$ cat src/rtl/tx_frame_ctrl_if.sv
// Frame-controller bus: config/start requests from the MAC side, slot timing and
// shadowed config back out. Single clock domain; no handshake, all pulses are one cycle.
interface tx_frame_ctrl_if;
    logic [2:0] index_M;
    logic [3:0] index_SS;
    logic [2:0] index_BW;
    logic       cfg_upd;
    logic       start;
    logic [7:0] n_data;
    logic       busy;
    logic       osof;
    logic       sym_sop;
    logic [1:0] sym_type;
    logic [7:0] sym_idx;
    logic       data_en;
    logic [2:0] oindex_M;
    logic [3:0] oindex_SS;
    logic [2:0] oindex_BW;

    modport master (
        output index_M, index_SS, index_BW, cfg_upd, start, n_data,
        input  busy, osof, sym_sop, sym_type, sym_idx, data_en,
               oindex_M, oindex_SS, oindex_BW
    );

    modport slave (
        input  index_M, index_SS, index_BW, cfg_upd, start, n_data,
        output busy, osof, sym_sop, sym_type, sym_idx, data_en,
               oindex_M, oindex_SS, oindex_BW
    );
endinterface

$ cat src/rtl/tx_frame_ctrl.sv
// OFDM TX frame sequencer: preamble/header/data slots then a gap, with shadowed config.
// Outputs registered, one cycle after the deciding input; start while busy queues one frame.
// No backpressure: slots free-run once a frame starts, a single extra start is held pending.
module tx_frame_ctrl #(
    parameter int pSYM_LEN = 1056,
    parameter int pN_PRE   = 2,
    parameter int pGAP     = 64
) (
    input  logic           clk,
    input  logic           rst,
    tx_frame_ctrl_if.slave bus
);
    localparam int CW = $clog2((pSYM_LEN > pGAP) ? pSYM_LEN : pGAP);
    localparam logic [CW-1:0] SYM_LAST = CW'(pSYM_LEN - 1);
    localparam logic [CW-1:0] GAP_LAST = CW'(pGAP - 1);
    localparam logic [7:0]    PRE_LAST = 8'(pN_PRE - 1);

    typedef enum logic [2:0] {ST_IDLE, ST_PRE, ST_HDR, ST_DATA, ST_GAP} state_t;

    state_t          r_state, w_state_nxt;
    logic [CW-1:0]   r_cnt, w_cnt_nxt;
    logic [7:0]      r_idx, w_idx_nxt;
    logic            r_start_pend;
    logic [7:0]      r_n_lat;
    logic [2:0]      r_pend_M, r_act_M;
    logic [3:0]      r_pend_SS, r_act_SS;
    logic [2:0]      r_pend_BW, r_act_BW;
    logic            r_busy, r_osof, r_sop, r_data_en;
    logic [1:0]      r_type, w_type_nxt;
    logic            w_pre_entry, w_in_slot, w_go;

    always_comb begin
        w_state_nxt = r_state;
        w_cnt_nxt   = r_cnt;
        w_idx_nxt   = r_idx;
        w_go        = bus.start || r_start_pend;
        case (r_state)
            ST_IDLE: begin
                w_cnt_nxt = '0;
                w_idx_nxt = '0;
                if (w_go) w_state_nxt = ST_PRE;
            end
            ST_PRE: begin
                if (r_cnt == SYM_LAST) begin
                    w_cnt_nxt = '0;
                    if (r_idx == PRE_LAST) begin
                        w_state_nxt = ST_HDR;
                        w_idx_nxt   = '0;
                    end else begin
                        w_idx_nxt = r_idx + 8'd1;
                    end
                end else begin
                    w_cnt_nxt = r_cnt + 1'b1;
                end
            end
            ST_HDR: begin
                if (r_cnt == SYM_LAST) begin
                    w_cnt_nxt   = '0;
                    w_idx_nxt   = '0;
                    w_state_nxt = (r_n_lat != 8'd0) ? ST_DATA : ST_GAP;
                end else begin
                    w_cnt_nxt = r_cnt + 1'b1;
                end
            end
            ST_DATA: begin
                if (r_cnt == SYM_LAST) begin
                    w_cnt_nxt = '0;
                    if (r_idx == r_n_lat - 8'd1) begin
                        w_state_nxt = ST_GAP;
                        w_idx_nxt   = '0;
                    end else begin
                        w_idx_nxt = r_idx + 8'd1;
                    end
                end else begin
                    w_cnt_nxt = r_cnt + 1'b1;
                end
            end
            ST_GAP: begin
                if (r_cnt == GAP_LAST) begin
                    w_cnt_nxt   = '0;
                    w_idx_nxt   = '0;
                    w_state_nxt = w_go ? ST_PRE : ST_IDLE;
                end else begin
                    w_cnt_nxt = r_cnt + 1'b1;
                end
            end
            default: begin
                w_state_nxt = ST_IDLE;
                w_cnt_nxt   = '0;
                w_idx_nxt   = '0;
            end
        endcase

        w_pre_entry = (w_state_nxt == ST_PRE) && (r_state != ST_PRE);
        w_in_slot   = (w_state_nxt == ST_PRE) || (w_state_nxt == ST_HDR) ||
                      (w_state_nxt == ST_DATA);
        case (w_state_nxt)
            ST_PRE:  w_type_nxt = 2'd1;
            ST_HDR:  w_type_nxt = 2'd2;
            ST_DATA: w_type_nxt = 2'd3;
            default: w_type_nxt = 2'd0;
        endcase
    end

    always_ff @(posedge clk or negedge rst) begin
        if (!rst) begin
            r_state      <= ST_IDLE;
            r_cnt        <= '0;
            r_idx        <= '0;
            r_start_pend <= 1'b0;
            r_n_lat      <= '0;
            r_pend_M     <= '0;
            r_pend_SS    <= '0;
            r_pend_BW    <= '0;
            r_act_M      <= '0;
            r_act_SS     <= '0;
            r_act_BW     <= '0;
            r_busy       <= 1'b0;
            r_osof       <= 1'b0;
            r_sop        <= 1'b0;
            r_type       <= '0;
            r_data_en    <= 1'b0;
        end else begin
            r_state <= w_state_nxt;
            r_cnt   <= w_cnt_nxt;
            r_idx   <= w_idx_nxt;

            // One-deep request queue; a start landing on the PRE entry edge is consumed by it.
            if (w_pre_entry)
                r_start_pend <= 1'b0;
            else if (bus.start && (r_state != ST_IDLE))
                r_start_pend <= 1'b1;

            if (bus.cfg_upd) begin
                r_pend_M  <= (bus.index_M > 3'd5) ? 3'd5 : bus.index_M;
                r_pend_SS <= bus.index_SS;
                r_pend_BW <= bus.index_BW;
            end

            // Pending values sampled before this edge's cfg_upd, so a coincident update waits a frame.
            if (w_pre_entry) begin
                r_n_lat  <= bus.n_data;
                r_act_M  <= r_pend_M;
                r_act_SS <= r_pend_SS;
                r_act_BW <= r_pend_BW;
            end

            r_busy    <= (w_state_nxt != ST_IDLE);
            r_osof    <= w_pre_entry;
            r_sop     <= w_in_slot && (w_cnt_nxt == '0);
            r_type    <= w_type_nxt;
            r_data_en <= (w_state_nxt == ST_DATA);
        end
    end

    assign bus.busy      = r_busy;
    assign bus.osof      = r_osof;
    assign bus.sym_sop   = r_sop;
    assign bus.sym_type  = r_type;
    assign bus.sym_idx   = r_idx;
    assign bus.data_en   = r_data_en;
    assign bus.oindex_M  = r_act_M;
    assign bus.oindex_SS = r_act_SS;
    assign bus.oindex_BW = r_act_BW;
endmodule

$ cat src/flat_wrapper.sv
// flat-port wrapper written by rule: the top's interface ports become plain ports
module tx_frame_ctrl_flat 
#(
    parameter int pSYM_LEN = 1056,
    parameter int pN_PRE   = 2,
    parameter int pGAP     = 64
)
  (clk, rst, bus_index_M, bus_index_SS, bus_index_BW, bus_cfg_upd, bus_start, bus_n_data, bus_busy, bus_osof, bus_sym_sop, bus_sym_type, bus_sym_idx, bus_data_en, bus_oindex_M, bus_oindex_SS, bus_oindex_BW);
  tx_frame_ctrl_if bus_i ();
  input  logic clk;
  input  logic rst;
  input wire logic [$bits(bus_i.index_M)-1:0] bus_index_M;
  input wire logic [$bits(bus_i.index_SS)-1:0] bus_index_SS;
  input wire logic [$bits(bus_i.index_BW)-1:0] bus_index_BW;
  input wire logic [$bits(bus_i.cfg_upd)-1:0] bus_cfg_upd;
  input wire logic [$bits(bus_i.start)-1:0] bus_start;
  input wire logic [$bits(bus_i.n_data)-1:0] bus_n_data;
  output wire logic [$bits(bus_i.busy)-1:0] bus_busy;
  output wire logic [$bits(bus_i.osof)-1:0] bus_osof;
  output wire logic [$bits(bus_i.sym_sop)-1:0] bus_sym_sop;
  output wire logic [$bits(bus_i.sym_type)-1:0] bus_sym_type;
  output wire logic [$bits(bus_i.sym_idx)-1:0] bus_sym_idx;
  output wire logic [$bits(bus_i.data_en)-1:0] bus_data_en;
  output wire logic [$bits(bus_i.oindex_M)-1:0] bus_oindex_M;
  output wire logic [$bits(bus_i.oindex_SS)-1:0] bus_oindex_SS;
  output wire logic [$bits(bus_i.oindex_BW)-1:0] bus_oindex_BW;
  assign bus_i.index_M = bus_index_M;
  assign bus_i.index_SS = bus_index_SS;
  assign bus_i.index_BW = bus_index_BW;
  assign bus_i.cfg_upd = bus_cfg_upd;
  assign bus_i.start = bus_start;
  assign bus_i.n_data = bus_n_data;
  assign bus_busy = bus_i.busy;
  assign bus_osof = bus_i.osof;
  assign bus_sym_sop = bus_i.sym_sop;
  assign bus_sym_type = bus_i.sym_type;
  assign bus_sym_idx = bus_i.sym_idx;
  assign bus_data_en = bus_i.data_en;
  assign bus_oindex_M = bus_i.oindex_M;
  assign bus_oindex_SS = bus_i.oindex_SS;
  assign bus_oindex_BW = bus_i.oindex_BW;
  tx_frame_ctrl #(.pSYM_LEN(pSYM_LEN), .pN_PRE(pN_PRE), .pGAP(pGAP)) u_core (.clk(clk), .rst(rst), .bus(bus_i));
endmodule
$ cat config.mk
export PLATFORM = sky130hd
export DESIGN_NAME = tx_frame_ctrl_flat
export DESIGN_NICKNAME = d
export VERILOG_FILES = /design/src/rtl/tx_frame_ctrl_if.sv /design/src/rtl/tx_frame_ctrl.sv /design/src/flat_wrapper.sv
export SDC_FILE = /design/constraint.sdc
export NUM_CORES = 1
export LEC_CHECK = 0
export CAP_MARGIN = 20
export CORE_MARGIN = 1
export CORE_UTILIZATION = 28
export CTS_CLUSTER_DIAMETER = 80
export DETAILED_ROUTE_END_ITERATION = 12
export PLACE_DENSITY = 0.45
export RECOVER_POWER = 25
export SYNTH_ARGS = -nofsm -noshare
export SYNTH_HDL_FRONTEND = slang
export SYNTH_SLANG_ARGS = --single-unit
$ cat constraint.sdc
create_clock -name clk -period 3.2 [get_ports clk]
set_clock_uncertainty 0.15 [all_clocks]
set_input_delay 0.8 -clock clk [delete_from_list [all_inputs] [get_ports clk]]
set_output_delay 0.8 -clock clk [all_outputs]
set_load 0.1 [all_outputs]
==> flow_summary.json <==
{
  "ctsHoldBuffers": 0,
  "required_ns": 3.27,
  "grt_pass1_vias": 2323,
  "path_clk_slew_ns": 0.07,
  "num_antenna_cells": 0,
  "synth_cells": 310,
  "status": "completed",
  "reg2regPathDepth": 9,
  "die_width_um": 105.2,
  "post_cts.repair.setup_buffers": 0,
  "synthArstFlopShare_pct": 100.0,
  "antenna_left": 0,
  "hold_start": "u_core.r_pend_SS[3]",
  "fin_tns_setup_ns": 0,
  "maxCapViolations": 0,
  "cts_resized": 0,
  "synth_edf_count": 0,
  "ys_ff_latch": 57,
  "dp_cells": 480,
  "first_iter_violations": 112,
  "start_kind": "flip-flop",
  "p_leak_nw": 1.711,
  "die_h_um": 105.2,
  "dieArea_um2": 11070,
  "r2r_slack_ns": 0.57,
  "io_buffers": 45,
  "avgRoutedWirePerCell_um": 14.10,
  "endpoint_kind": "flip-flop",
  "initial_core_util_pct": 28.89,
  "grt_usage_pct": 13.97,
  "ys.flop_type": "dfrtp_1",
  "vdd_drop_max_mv": 0.1619,
  "globalplace.congestion": 0.7636,
  "fin_crit_sh_pct": 82.25,
  "hold_path_class": "reg -> reg",
  "setup_violations": 0,
  "layout-drive-gt1-share_pct": 21.05,
  "yosysWarnings": 0,
  "fin_nets": 383,
  "yosysUniqueCellTypes": 54,
  "power.density_nw_per_um2": 425.1,
  "rows": 37,
  "dp_hpwl_um": 4852,
  "via_per_inst": 4.686,
  "clkLatencyLatePin_ns": 0.33,
  "cts-root-buf": "clkbuf_8",
  "io_pins": 46,
  "cts_sinks": 57,
  "grt_overflow_total": 0,
  "fillers": 1055,
  "path_class": "reg -> reg",
  "reg2reg_from": "u_core.r_n_lat[0]",
  "vias": 2329,
  "finalNonFillerCells": 497,
  "drc": 0,
  "power_mw": 1.582,
  "crit_arrival_ns": 2.70,
  "synth.net_count": 337,
  "syn_to_final_growth_pct": 24.79,
  "fmax_mhz": 379.9,
  "cts_max_level": 3,
  "whs_endpoint": "u_core.bus.oindex_SS[3]",
  "synth_area_um2": 2983,
  "syn_area_per_cell_um2": 9.622,
  "r2r-end": "u_core.bus.sym_idx[6]",
  "rsz0062_at_grt": "false",
  "cts_buffers": 9,
  "grt_pass1_wl_um": 11970,
  "relSlewSlack_pct": 13.16,
  "core_um2": 10320,
  "hold_violations": 0,
  "tightestPinTransition_ns": 1.303,
  "drt_wl_total_um": 7008,
  "clockBufferDepth": 2,
  "hold_depth": 2,
  "slew_viol_final": 0,
  "antenna_found_initial": 0,
  "seq_area_frac_synth_pct": 47.82,
  "finalCriticalPeriod_ns": 2.632,
  "first_pass_iters": 4,
  "path_max_fanout": 9,
  "grt_start_max_net_pins": 35,
  "cts_tree": "built"
}
## Yosys cell counts, types with 2 or more instances
| cell | number | area (um2) |
|---|---|---|
| xnor2_1 | 14 | 122.6 |
| xor2_1 | 8 | 70.07 |
| nor4_1 | 5 | 31.28 |
| dfrtp_1 | 57 | 1426 |
| a21oi_1 | 9 | 45.04 |
| a31o_2 | 2 | 17.52 |
| or3_1 | 2 | 12.51 |
| a22oi_1 | 2 | 15.01 |
| o21a_1 | 2 | 15.01 |
| or2_2 | 4 | 25.02 |
| buf_4 | 3 | 22.52 |
| a31oi_1 | 7 | 43.79 |
| o21ai_1 | 2 | 10.01 |
| nor3b_1 | 2 | 15.01 |
| and4_1 | 4 | 35.03 |
| mux2_2 | 9 | 101.4 |
| clkbuf_1 | 10 | 37.54 |
| inv_1 | 10 | 37.54 |
| buf_6 | 2 | 22.52 |
| a221o_1 | 5 | 50.05 |
| nand3_1 | 15 | 75.07 |
| ha_1 | 5 | 62.56 |
| nor2_1 | 27 | 101.4 |
| nor3_1 | 11 | 55.05 |
| nand2_1 | 57 | 214.0 |
| o21ai_0 | 6 | 30.03 |
| nand3b_1 | 3 | 22.52 |
## metal layers
layer	global-route usage, %	routed length (um)
met1	18.77	3471
met2	21.05	3119
met3	4.329	365
met4	5.131	51
met5	0	0
## cells by family after synthesis
kind of cell    after synthesis  share of synthesized area [%]
buf+inv                      28                          4.656
xor+xnor                     22                          6.460
mux                          10                          3.733
flops                        57                          47.82
compound gates               47                          12.50
fa+ha+maj                     5                          2.097
simple gates                141                          22.74
## where the power goes
group / switching (mW) / leakage [nW] / internal [mW]
Clock: 0.310 / 0.115 / 0.478
Sequential: 0.00574 / 0.728 / 0.733
Combinational: 0.0237 / 0.867 / 0.0323
## cells in the final DEF, fill, tap and decap left out, types with 2 or more instances in the layout
| master | n |
|---|---|
| or3_1 | 2 |
| mux2_2 | 9 |
| nor3_1 | 11 |
| o21ai_0 | 6 |
| clkdlybuf4s50_1 | 20 |
| a31oi_1 | 7 |
| xor2_1 | 8 |
| nand3b_1 | 3 |
| inv_1 | 10 |
| clkbuf_8 | 11 |
| nor2_1 | 27 |
| nand2_1 | 57 |
| ha_1 | 5 |
| a221o_1 | 5 |
| buf_4 | 31 |
| bufinv_16 | 2 |
| xnor2_1 | 14 |
| dfrtp_1 | 57 |
| o21a_1 | 2 |
| a21oi_1 | 9 |
| nor4_1 | 5 |
| clkinv_2 | 2 |
| a31o_2 | 2 |
| and4_1 | 4 |
| nor3b_1 | 2 |
| a22oi_1 | 2 |
| nand3_1 | 15 |
| o21ai_1 | 2 |
| or2_2 | 4 |
## critical path, stage by stage (launching register included)
cell and delay (ns):
dfrtp_1 0.39, inv_1 0.09, ha_1 0.24, xor2_1 0.17, nor4_1 0.31, o21ai_1 0.16
a2111oi_4 0.35, buf_4 0.24, a21boi_4 0.11, a221o_1 0.31
## stage by stage
| stage | hold slack, ns | area (um2) | utilization [%] | setup WS, ns |
|---|---|---|---|---|
| 4_1_cts | 0.3217 | 3731 | 36.14 | 0.3709 |
| 3_5_place_dp | 0.3040 | 3502 | 33.92 | 0.3982 |
| 6_report | 0.3129 | 3722 | 36.06 | 0.5679 |
| 5_1_grt | 0.3502 | 3722 | 36.06 | 0.2912 |
| 2_1_floorplan | 0.2848 | 2983 | - | 0.2739 |
| 3_3_place_gp | 0.2928 | 3502 | 33.92 | 0.4735 |
## worst max path at each step
stage / startpoint / end / slack [ns]
3_3_place_gp: u_core.r_cnt[0] / u_core.bus.sym_idx[7] / 0.47
5_1_grt: rst / u_core.r_pend_BW[2] / 0.29
4_1_cts: u_core.r_cnt[0] / u_core.bus.sym_idx[2] / 0.37
6_report: u_core.r_n_lat[0] / u_core.bus.sym_idx[6] / 0.57
2_1_floorplan: u_core.bus.sym_idx[2] / u_core.bus.sym_idx[2] / 0.27
3_5_place_dp: u_core.r_cnt[0] / u_core.bus.sym_idx[2] / 0.40
## flip-flops by register name, summed over array words and instances (netlist names)
name                  cells
u_core.bus.data_en        1
u_core.r_pend_M           3
u_core.bus.oindex_SS      4
u_core.bus.sym_type       2
u_core.r_cnt             11
u_core.r_n_lat            8
u_core.r_state            3
u_core.r_pend_SS          4
u_core.bus.osof           1
u_core.bus.oindex_BW      3
u_core.bus.sym_idx        8
u_core.bus.busy           1
u_core.r_start_pend       1
u_core.bus.oindex_M       3
u_core.r_pend_BW          3
u_core.bus.sym_sop        1
## cell type report
type | count | area (um2) | area share (%)
Sequential cell | 57 | 1426 | 38.32
Inverter | 10 | 37.54 | 1.008
Tap cell | 136 | 170.2 | 4.571
Clock inverter | 5 | 77.57 | 2.084
Clock buffer | 11 | 151.4 | 4.067
Timing Repair Buffer | 53 | 441.7 | 11.87
Multi-Input combinational cell | 225 | 1418 | 38.08
Note: power is estimated with default switching activity, not from simulation.
